==> src/rtl/compuerta_pkg.sv <==
// Shared types and defaults for the gate-controller lane arbiter.
// Configuration macro used by the arbiter: ARB_TIMEOUT_EN (grant timeout logic).
package compuerta_pkg;

  typedef enum logic [1:0] {
    ST_IDLE   = 2'b00,
    ST_GRANT  = 2'b01,
    ST_LOCKED = 2'b10
  } arb_state_t;

  localparam int unsigned DEF_N_LANES        = 2;
  localparam int unsigned DEF_TIMEOUT_CYCLES = 64;

  // Index width that never collapses to zero bits.
  function automatic int unsigned idx_w(input int unsigned n);
    return (n < 2) ? 1 : $clog2(n);
  endfunction

  localparam int unsigned DEF_LANE_W = idx_w(DEF_N_LANES);

endpackage

==> src/rtl/arbitro_compuerta_rr_selector.sv <==
// Combinational round-robin scan: first set req bit starting at ptr, wrapping.
// Offset 0 (the lane at ptr) has the highest priority.
module rr_selector
  import compuerta_pkg::*;
#(
  parameter int unsigned N_LANES = DEF_N_LANES,
  localparam int unsigned LW     = idx_w(N_LANES)
) (
  input  logic [N_LANES-1:0] req,
  input  logic [LW-1:0]      ptr,
  output logic               found,
  output logic [LW-1:0]      idx
);

  logic [LW-1:0]      cand [N_LANES];
  logic [N_LANES-1:0] hit;

  genvar gi;
  generate
    for (gi = 0; gi < N_LANES; gi++) begin : g_scan
      logic [LW:0] sum_w;
      assign sum_w   = {1'b0, ptr} + (LW+1)'(gi);
      assign cand[gi] = (sum_w >= (LW+1)'(N_LANES)) ? LW'(sum_w - (LW+1)'(N_LANES))
                                                    : LW'(sum_w);
      assign hit[gi]  = req[cand[gi]];
    end
  endgenerate

  // Walk offsets from farthest to nearest so the nearest hit overwrites.
  always_comb begin
    found = 1'b0;
    idx   = '0;
    for (int i = N_LANES - 1; i >= 0; i--) begin
      if (hit[i]) begin
        found = 1'b1;
        idx   = cand[i];
      end
    end
  end

endmodule

==> src/rtl/arbitro_compuerta.sv <==
// Round-robin arbiter sharing one gate controller among N entry lanes.
// Optional grant timeout enabled by defining ARB_TIMEOUT_EN.
module arbitro_compuerta
  import compuerta_pkg::*;
#(
  parameter int unsigned N_LANES        = DEF_N_LANES,
  parameter int unsigned TIMEOUT_CYCLES = DEF_TIMEOUT_CYCLES,
  localparam int unsigned LW            = idx_w(N_LANES)
) (
  input  logic               clock,
  input  logic               reset,
  input  logic [N_LANES-1:0] req,
  input  logic               done,
  input  logic               alarma_in,
  output logic [N_LANES-1:0] grant,
  output logic [LW-1:0]      lane_id,
  output logic               busy,
  output logic               timeout
);

  generate
    if (N_LANES < 2 || N_LANES > 8 || TIMEOUT_CYCLES < 2) begin : g_bad_param
      $error("arbitro_compuerta: N_LANES must be 2..8 and TIMEOUT_CYCLES >= 2");
    end
  endgenerate

  arb_state_t         state_reg, state_next;
  logic [N_LANES-1:0] grant_reg, grant_next;
  logic [LW-1:0]      lane_reg,  lane_next;
  logic [LW-1:0]      ptr_reg,   ptr_next;
  logic               busy_reg,  busy_next;
  logic               sel_found;
  logic [LW-1:0]      sel_idx;

`ifdef ARB_TIMEOUT_EN
  localparam int unsigned TW = idx_w(TIMEOUT_CYCLES);
  localparam logic [TW-1:0] TMAX = TW'(TIMEOUT_CYCLES - 1);
  logic [TW-1:0] timer_reg, timer_next;
  logic          timeout_reg, timeout_next;
`endif

  rr_selector #(.N_LANES(N_LANES)) u_sel (
    .req   (req),
    .ptr   (ptr_reg),
    .found (sel_found),
    .idx   (sel_idx)
  );

  always_ff @(posedge clock or negedge reset) begin
    if (!reset) begin
      state_reg <= ST_IDLE;
      grant_reg <= '0;
      lane_reg  <= '0;
      ptr_reg   <= '0;
      busy_reg  <= 1'b0;
`ifdef ARB_TIMEOUT_EN
      timer_reg   <= '0;
      timeout_reg <= 1'b0;
`endif
    end else begin
      state_reg <= state_next;
      grant_reg <= grant_next;
      lane_reg  <= lane_next;
      ptr_reg   <= ptr_next;
      busy_reg  <= busy_next;
`ifdef ARB_TIMEOUT_EN
      timer_reg   <= timer_next;
      timeout_reg <= timeout_next;
`endif
    end
  end

  always_comb begin
    state_next = state_reg;
    grant_next = grant_reg;
    lane_next  = lane_reg;
    ptr_next   = ptr_reg;
    busy_next  = busy_reg;
`ifdef ARB_TIMEOUT_EN
    timer_next   = timer_reg;
    timeout_next = 1'b0;
`endif
    case (state_reg)
      ST_IDLE: begin
        grant_next = '0;
        lane_next  = '0;
        busy_next  = 1'b0;
        if (!alarma_in && sel_found) begin
          state_next = ST_GRANT;
          grant_next = N_LANES'(1) << sel_idx;
          lane_next  = sel_idx;
          busy_next  = 1'b1;
`ifdef ARB_TIMEOUT_EN
          timer_next = '0;
`endif
        end
      end
      ST_GRANT: begin
        // done outranks abandonment, alarm and expiry; the pointer moves past the served lane.
        if (done || !req[lane_reg]) begin
          state_next = ST_IDLE;
          grant_next = '0;
          lane_next  = '0;
          busy_next  = 1'b0;
          ptr_next   = (lane_reg == LW'(N_LANES - 1)) ? '0 : lane_reg + 1'b1;
        end else if (alarma_in) begin
          state_next = ST_LOCKED;
`ifdef ARB_TIMEOUT_EN
        end else if (timer_reg == TMAX) begin
          state_next   = ST_IDLE;
          grant_next   = '0;
          lane_next    = '0;
          busy_next    = 1'b0;
          ptr_next     = (lane_reg == LW'(N_LANES - 1)) ? '0 : lane_reg + 1'b1;
          timeout_next = 1'b1;
        end else begin
          timer_next = timer_reg + 1'b1;
`endif
        end
      end
      ST_LOCKED: begin
        if (!alarma_in) state_next = ST_GRANT;
      end
      default: begin
        state_next = ST_IDLE;
        grant_next = '0;
        lane_next  = '0;
        busy_next  = 1'b0;
      end
    endcase
  end

  assign grant   = grant_reg;
  assign lane_id = lane_reg;
  assign busy    = busy_reg;
`ifdef ARB_TIMEOUT_EN
  assign timeout = timeout_reg;
`else
  assign timeout = 1'b0;
`endif

endmodule

==> config.mk <==
export PLATFORM = sky130hd
export DESIGN_NAME = arbitro_compuerta
export DESIGN_NICKNAME = d
export VERILOG_FILES = /design/src/rtl/compuerta_pkg.sv /design/src/rtl/arbitro_compuerta_rr_selector.sv /design/src/rtl/arbitro_compuerta.sv
export SDC_FILE = /design/constraint.sdc
export NUM_CORES = 1
export LEC_CHECK = 0
export CAP_MARGIN = 20
export CORE_AREA = 2 2 39 41
export DETAILED_ROUTE_END_ITERATION = 12
export DIE_AREA = 0 0 41 43
export GPL_ROUTABILITY_DRIVEN = 1
export GPL_TIMING_DRIVEN = 0
export HOLD_SLACK_MARGIN = 0.05
export SYNTH_ARGS = -nofsm -noshare
export SYNTH_HDL_FRONTEND = slang
export SYNTH_HIERARCHICAL = 1
export SYNTH_SLANG_ARGS = --single-unit
==> constraint.sdc <==
create_clock -name clock -period 1.2 [get_ports clock]
set_clock_uncertainty 0.05 [all_clocks]
set_input_delay 0.24 -clock clock [delete_from_list [all_inputs] [get_ports clock]]
set_output_delay 0.24 -clock clock [all_outputs]
set_load 0.1 [all_outputs]
==> flow_metrics.env, run 1 <==
export IMPL_p_leak_nw=0.239
export IMPL_r2r_start="grant[1]"
export IMPL_slew_viol_final=0
export IMPL_dr_first_iter_drc_count=6
export IMPL_critPathMaxStageDelay_ns=0.48
export IMPL_synth_area_leader_cell="dfrtp_1"
export IMPL_netlist_area_leader_share_pct=41.2
export IMPL_crit_required_ns=0.91
export IMPL_tritoncts_num_buffers=3
export IMPL_finalSetupViolCount=6
export IMPL_vias_per_cell=4.63
export IMPL_avgSynthCellArea_um2=10.7
export IMPL_critPathMaxFanout=3
export IMPL_hold_class="in2async"
export IMPL_cts_max_level=1
export IMPL_synth_warnings=6
export IMPL_grt_overflow_total=0
export IMPL_dp_cells=59
export IMPL_grt_pass1_wl_mm=1.22
export IMPL_rrSetupSlack_ns=-0.07
export IMPL_syn_inst=34
export IMPL_clkTransAtPathRegs_ns=0.05
export IMPL_clock_fmax_mhz=774
export IMPL_die_y_um=43
export IMPL_clock_latency_ns=0.25
export IMPL_p_per_area_nw_per_um2=1240
export IMPL_via_count=296
export IMPL_timing_max_cap_violations=0
export IMPL_cts_tree="done"
export IMPL_violations="setup timing"
export IMPL_ant_nets=0
export IMPL_diodes=0
export IMPL_placed_area_um2=484
export IMPL_antenna_found_initial=0
export IMPL_ys_ff_latch=6
export IMPL_dieArea_um2=1760
export IMPL_fin_ws_ns=-0.0926
export IMPL_syn_to_final_growth_pct=46.0
export IMPL_end_kind="output pin"
export IMPL_worst_r2r_path_depth=4
export IMPL_final_cell_mix="o2bb2ai_1 (3), buf_6 (3), buf_4 (3), clkbuf_4 (3), dfrtp_1 (3)"
export IMPL_synth_nets=40
export IMPL_gp_congestion=0.677
export IMPL_status="finished, violations left"
export IMPL_drc=0
export IMPL_vdd_drop_max_v=0.000651
export IMPL_numClockSinks=6
export IMPL_fp_dieW_um=41
export IMPL_yosysSeqAreaShare_pct=41.2
export IMPL_ys_types=23
export IMPL_syn_area_um2=364
export IMPL_hold_violations=0
export IMPL_port_buffer_count=9
export IMPL_cp_cell_sequence="buf_6, buf_12"
export IMPL_layout_min_cycle_time_ns=1.29
export IMPL_core_area_um2=1380
export IMPL_hpwl_um=512
export IMPL_yosys_top_cells_area="dfrtp_1 (41%), o2bb2ai_1 (7.2%), nor3_4 (4.5%), buf_4 (4.1%), nand2b_4 (3.8%)"
export IMPL_boundaryPins=11
export IMPL_critPathSlowestCell="dfrtp_4"
export IMPL_crit_type="reg2out"
export IMPL_start_kind="flip-flop"
export IMPL_reg2reg_to="state_reg[0]"
export IMPL_grt_pass1_vias=266
export IMPL_fin_cells=64
export IMPL_ctsHoldBuffers=0
export IMPL_dr_pass1_iters=3
export IMPL_grtUsageTotal_pct=11.0
export IMPL_grt_max_degree=9
export IMPL_num_fill_cells=149
export IMPL_nNetsFinal=55
export IMPL_wire_per_inst_um=11.1
export IMPL_cts_root_buffer="clkbuf_4"
export IMPL_cp_arrival_ns=1.00
export IMPL_drive_above_1_share_pct=37.5
export IMPL_wirelength_um=712
export IMPL_rsz0062_at_grt="true"
export IMPL_clockBufferDepth=2
export IMPL_row_count=14
export IMPL_initial_core_util_pct=26.3
export IMPL_power_uw=659
export IMPL_min_period_over_period_pct=108
export IMPL_fin_area_um2=532
[how the worst max path moves through the flow]
| stage | to | from | slack (ns) | cells after the start |
|---|---|---|---|---|
| CTS | grant[1] | grant[1] | -0.11 | 2 |
| global route | grant[1] | grant[1] | -0.12 | 2 |
| detailed placement | grant[1] | grant[1] | -0.75 | 2 |
| floorplan | state_reg[0] | grant[1] | -0.12 | 3 |
| global placement | grant[1] | grant[1] | -0.75 | 2 |
| finish | grant[1] | grant[1] | -0.09 | 2 |
[logic make-up after synthesis]
logic type	after synthesis	share of synthesized area [%]
buf+inv	3	5.15
other cells	1	1.03
compound gates	12	24.1
flops	6	41.2
simple gates	11	25.8
mux	1	2.75
[final cells by class]
class | instances | area (µm²) | area share [%]
Timing Repair Buffer | 10 | 108 | 20.2
Clock buffer | 4 | 26.3 | 4.94
Tap cell | 16 | 20.0 | 3.76
Multi-Input combinational cell | 25 | 199 | 37.4
Inverter | 1 | 3.75 | 0.706
Sequential cell | 6 | 156 | 29.4
Buffer | 2 | 18.8 | 3.53
[repair_timing]
| action | CTS | global route |
|---|---|---|
| gates resized for setup | 32 | 1 |
| endpoints found under the setup margin | 7 | 7 |
| pin swaps | 1 | 1 |
| buffers inserted | 1 | 0 |
| gates cloned | 0 | 0 |
| hold endpoints to repair | 0 | 0 |
[synthesized netlist by cell type, drive strengths merged]
master	instances
nor3	1
inv	1
nor2b	2
nor4b	1
nor3b	1
a31oi	1
buf	2
o21ai	2
nor2	2
dfrtp	6
and2b	1
a21boi	1
mux2i	1
and4bb	1
o21a	1
nand2b	1
o21ba	2
o2bb2ai	3
conb	1
or2	1
a21oi	2
[metrics by stage]
step / hold WS (ns) / setup TNS [ns] / setup WS [ns] / utilization (%)
after global routing: 0.196 / -0.672 / -0.124 / 38.4
after global placement: 0.441 / -4.03 / -0.747 / 35.0
after CTS: 0.190 / -0.441 / -0.105 / 38.2
after floorplan: -0.106 / -0.412 / -0.118 / -
after detailed placement: 0.441 / -4.09 / -0.752 / 35.0
final: 0.190 / -0.404 / -0.0926 / 38.4
[per-layer routing]
layer	track usage, %	vias to the layer above	wire length, µm
met3	4.71	0	50
met4	10.0	0	0
met5	0	-	0
met2	11.6	7	294
met1	15.6	139	366
li1	-	150	-
[critical path, delay by kind of cell, from the launching register on]
family	cells	cell delay [ns]
buffers and inverters	2	0.28
DFF	1	0.48
[report_power, final]
part | leakage [nW] | switching (mW) | internal (mW)
Sequential | 0.0705 | 0.0191 | 0.220
Combinational | 0.154 | 0.140 | 0.0767
Clock | 0.0150 | 0.0777 | 0.126
Note: power is estimated with default switching activity, not from simulation.
==> run 2: changes to the inputs <==
TNS_END_PERCENT = 10   (was not set)
==> flow_metrics.env, run 2 (same netlist as run 1, synthesis figures left out) <==
export IMPL_status="finished, violations left"
export IMPL_violations="setup timing"
export IMPL_start_kind="flip-flop"
export IMPL_gp_congestion=0.677
export IMPL_clock_fmax_mhz=774
export IMPL_fp_dieW_um=41
export IMPL_min_period_over_period_pct=108
export IMPL_clock_latency_ns=0.25
export IMPL_cts_root_buffer="clkbuf_4"
export IMPL_drc=0
export IMPL_grt_pass1_wl_mm=1.22
export IMPL_fin_setup_tns_ns=-0.404
export IMPL_final_cell_mix="o2bb2ai_1 (3), buf_6 (3), buf_4 (3), clkbuf_4 (3), dfrtp_1 (3)"
export IMPL_grt_pass1_vias=266
export IMPL_p_leak_nw=0.239
export IMPL_port_buffer_count=9
export IMPL_hold_violations=0
export IMPL_whs_ns=0.190
export IMPL_critPathMaxFanout=3
export IMPL_fin_cells=64
export IMPL_vias_per_cell=4.63
export IMPL_antenna_found_initial=0
export IMPL_clockBufferDepth=2
export IMPL_syn_to_final_growth_pct=46.0
export IMPL_wirelength_um=712
export IMPL_rsz0062_at_grt="true"
export IMPL_dr_pass1_iters=3
export IMPL_end_kind="output pin"
export IMPL_numClockSinks=6
export IMPL_hold_class="in2async"
export IMPL_cts_max_level=1
export IMPL_crit_type="reg2out"
export IMPL_dp_cells=59
export IMPL_core_area_um2=1380
export IMPL_tritoncts_num_buffers=3
export IMPL_num_fill_cells=149
export IMPL_fin_area_um2=532
export IMPL_drive_above_1_share_pct=37.5
export IMPL_grt_max_degree=9
export IMPL_vdd_drop_max_v=0.000651
export IMPL_crit_required_ns=0.91
export IMPL_diodes=0
export IMPL_ant_nets=0
export IMPL_multi_input_area_um2=199
export IMPL_boundaryPins=11
export IMPL_initial_core_util_pct=26.3
export IMPL_regArea_um2=156
export IMPL_timing_max_cap_violations=0
export IMPL_cp_arrival_ns=1.00
export IMPL_dr_first_iter_drc_count=6
export IMPL_cp_cell_sequence="buf_6, buf_12"
export IMPL_wire_per_inst_um=11.1
export IMPL_layout_min_cycle_time_ns=1.29
export IMPL_fin_ws_ns=-0.0926
export IMPL_hpwl_um=512
export IMPL_placed_area_um2=484
export IMPL_p_per_area_nw_per_um2=1240
export IMPL_die_y_um=43
export IMPL_clkTransAtPathRegs_ns=0.05
export IMPL_critPathSlowestCell="dfrtp_4"
export IMPL_cts_tree="done"
export IMPL_ctsHoldBuffers=0
export IMPL_finalSetupViolCount=6
export IMPL_grt_overflow_total=0
export IMPL_critPathMaxStageDelay_ns=0.48
export IMPL_nNetsFinal=55
export IMPL_grtUsageTotal_pct=11.0
export IMPL_slew_viol_final=0
export IMPL_via_count=296
export IMPL_dieArea_um2=1760
export IMPL_row_count=14
export IMPL_power_uw=659
run 2: cell counts in the layout (fill, tap and decap cells not counted):
Identical to the previous run, type by type.
run 2: critical path, delay by kind of cell, from the launching register on:
family | cells | cell delay [ns]
buf+inv | 2 | 0.28
flops | 1 | 0.48
run 2: per-stage QoR:
step / util (%) / setup slack, ns
floorplan: - / -0.118
global placement: 35.0 / -0.747
detailed placement: 35.0 / -0.752
CTS: 38.2 / -0.105
global route: 38.4 / -0.124
finish: 38.4 / -0.0926
run 2: layout make-up:
class	count	area share [%]
Multi-Input combinational cell	25	37.4
Timing Repair Buffer	10	20.2
Clock buffer	4	4.94
Buffer	2	3.53
Tap cell	16	3.76
Sequential cell	6	29.4
Inverter	1	0.706
run 2: routing by layer:
layer	part of all wire, %	wire length, µm	vias to the layer above	GRT usage, %
met4	0	0	0	10.0
li1	-	-	150	-
met3	7.0	50	0	4.71
met2	41	294	7	11.6
met5	0	0	-	0
met1	51	366	139	15.6
run 2: worst paths after layout:
path	from	end	slack (ns)	depth (start not counted)
min in group clock	alarma_in	state_reg[1]	0.26	2
setup / recovery	grant[1]	grant[1]	-0.09	2
max in group asynchronous	reset	grant[1]	0.66	1
hold / removal	reset	grant[0]	0.19	1
setup reg to reg	grant[1]	state_reg[0]	-0.07	4
hold reg to reg	grant[0]	grant[0]	0.46	1
run 2: report_power, final:
group | internal (mW) | switching (mW)
combinational | 0.0767 | 0.140
sequential | 0.220 | 0.0191
clock | 0.126 | 0.0777
total | 0.423 | 0.237
run 2: timing repair:
action	in CTS	in global routing
pin swaps	1	1
resized for setup	32	1
setup buffers	1	0
endpoints found under the setup margin	7	7
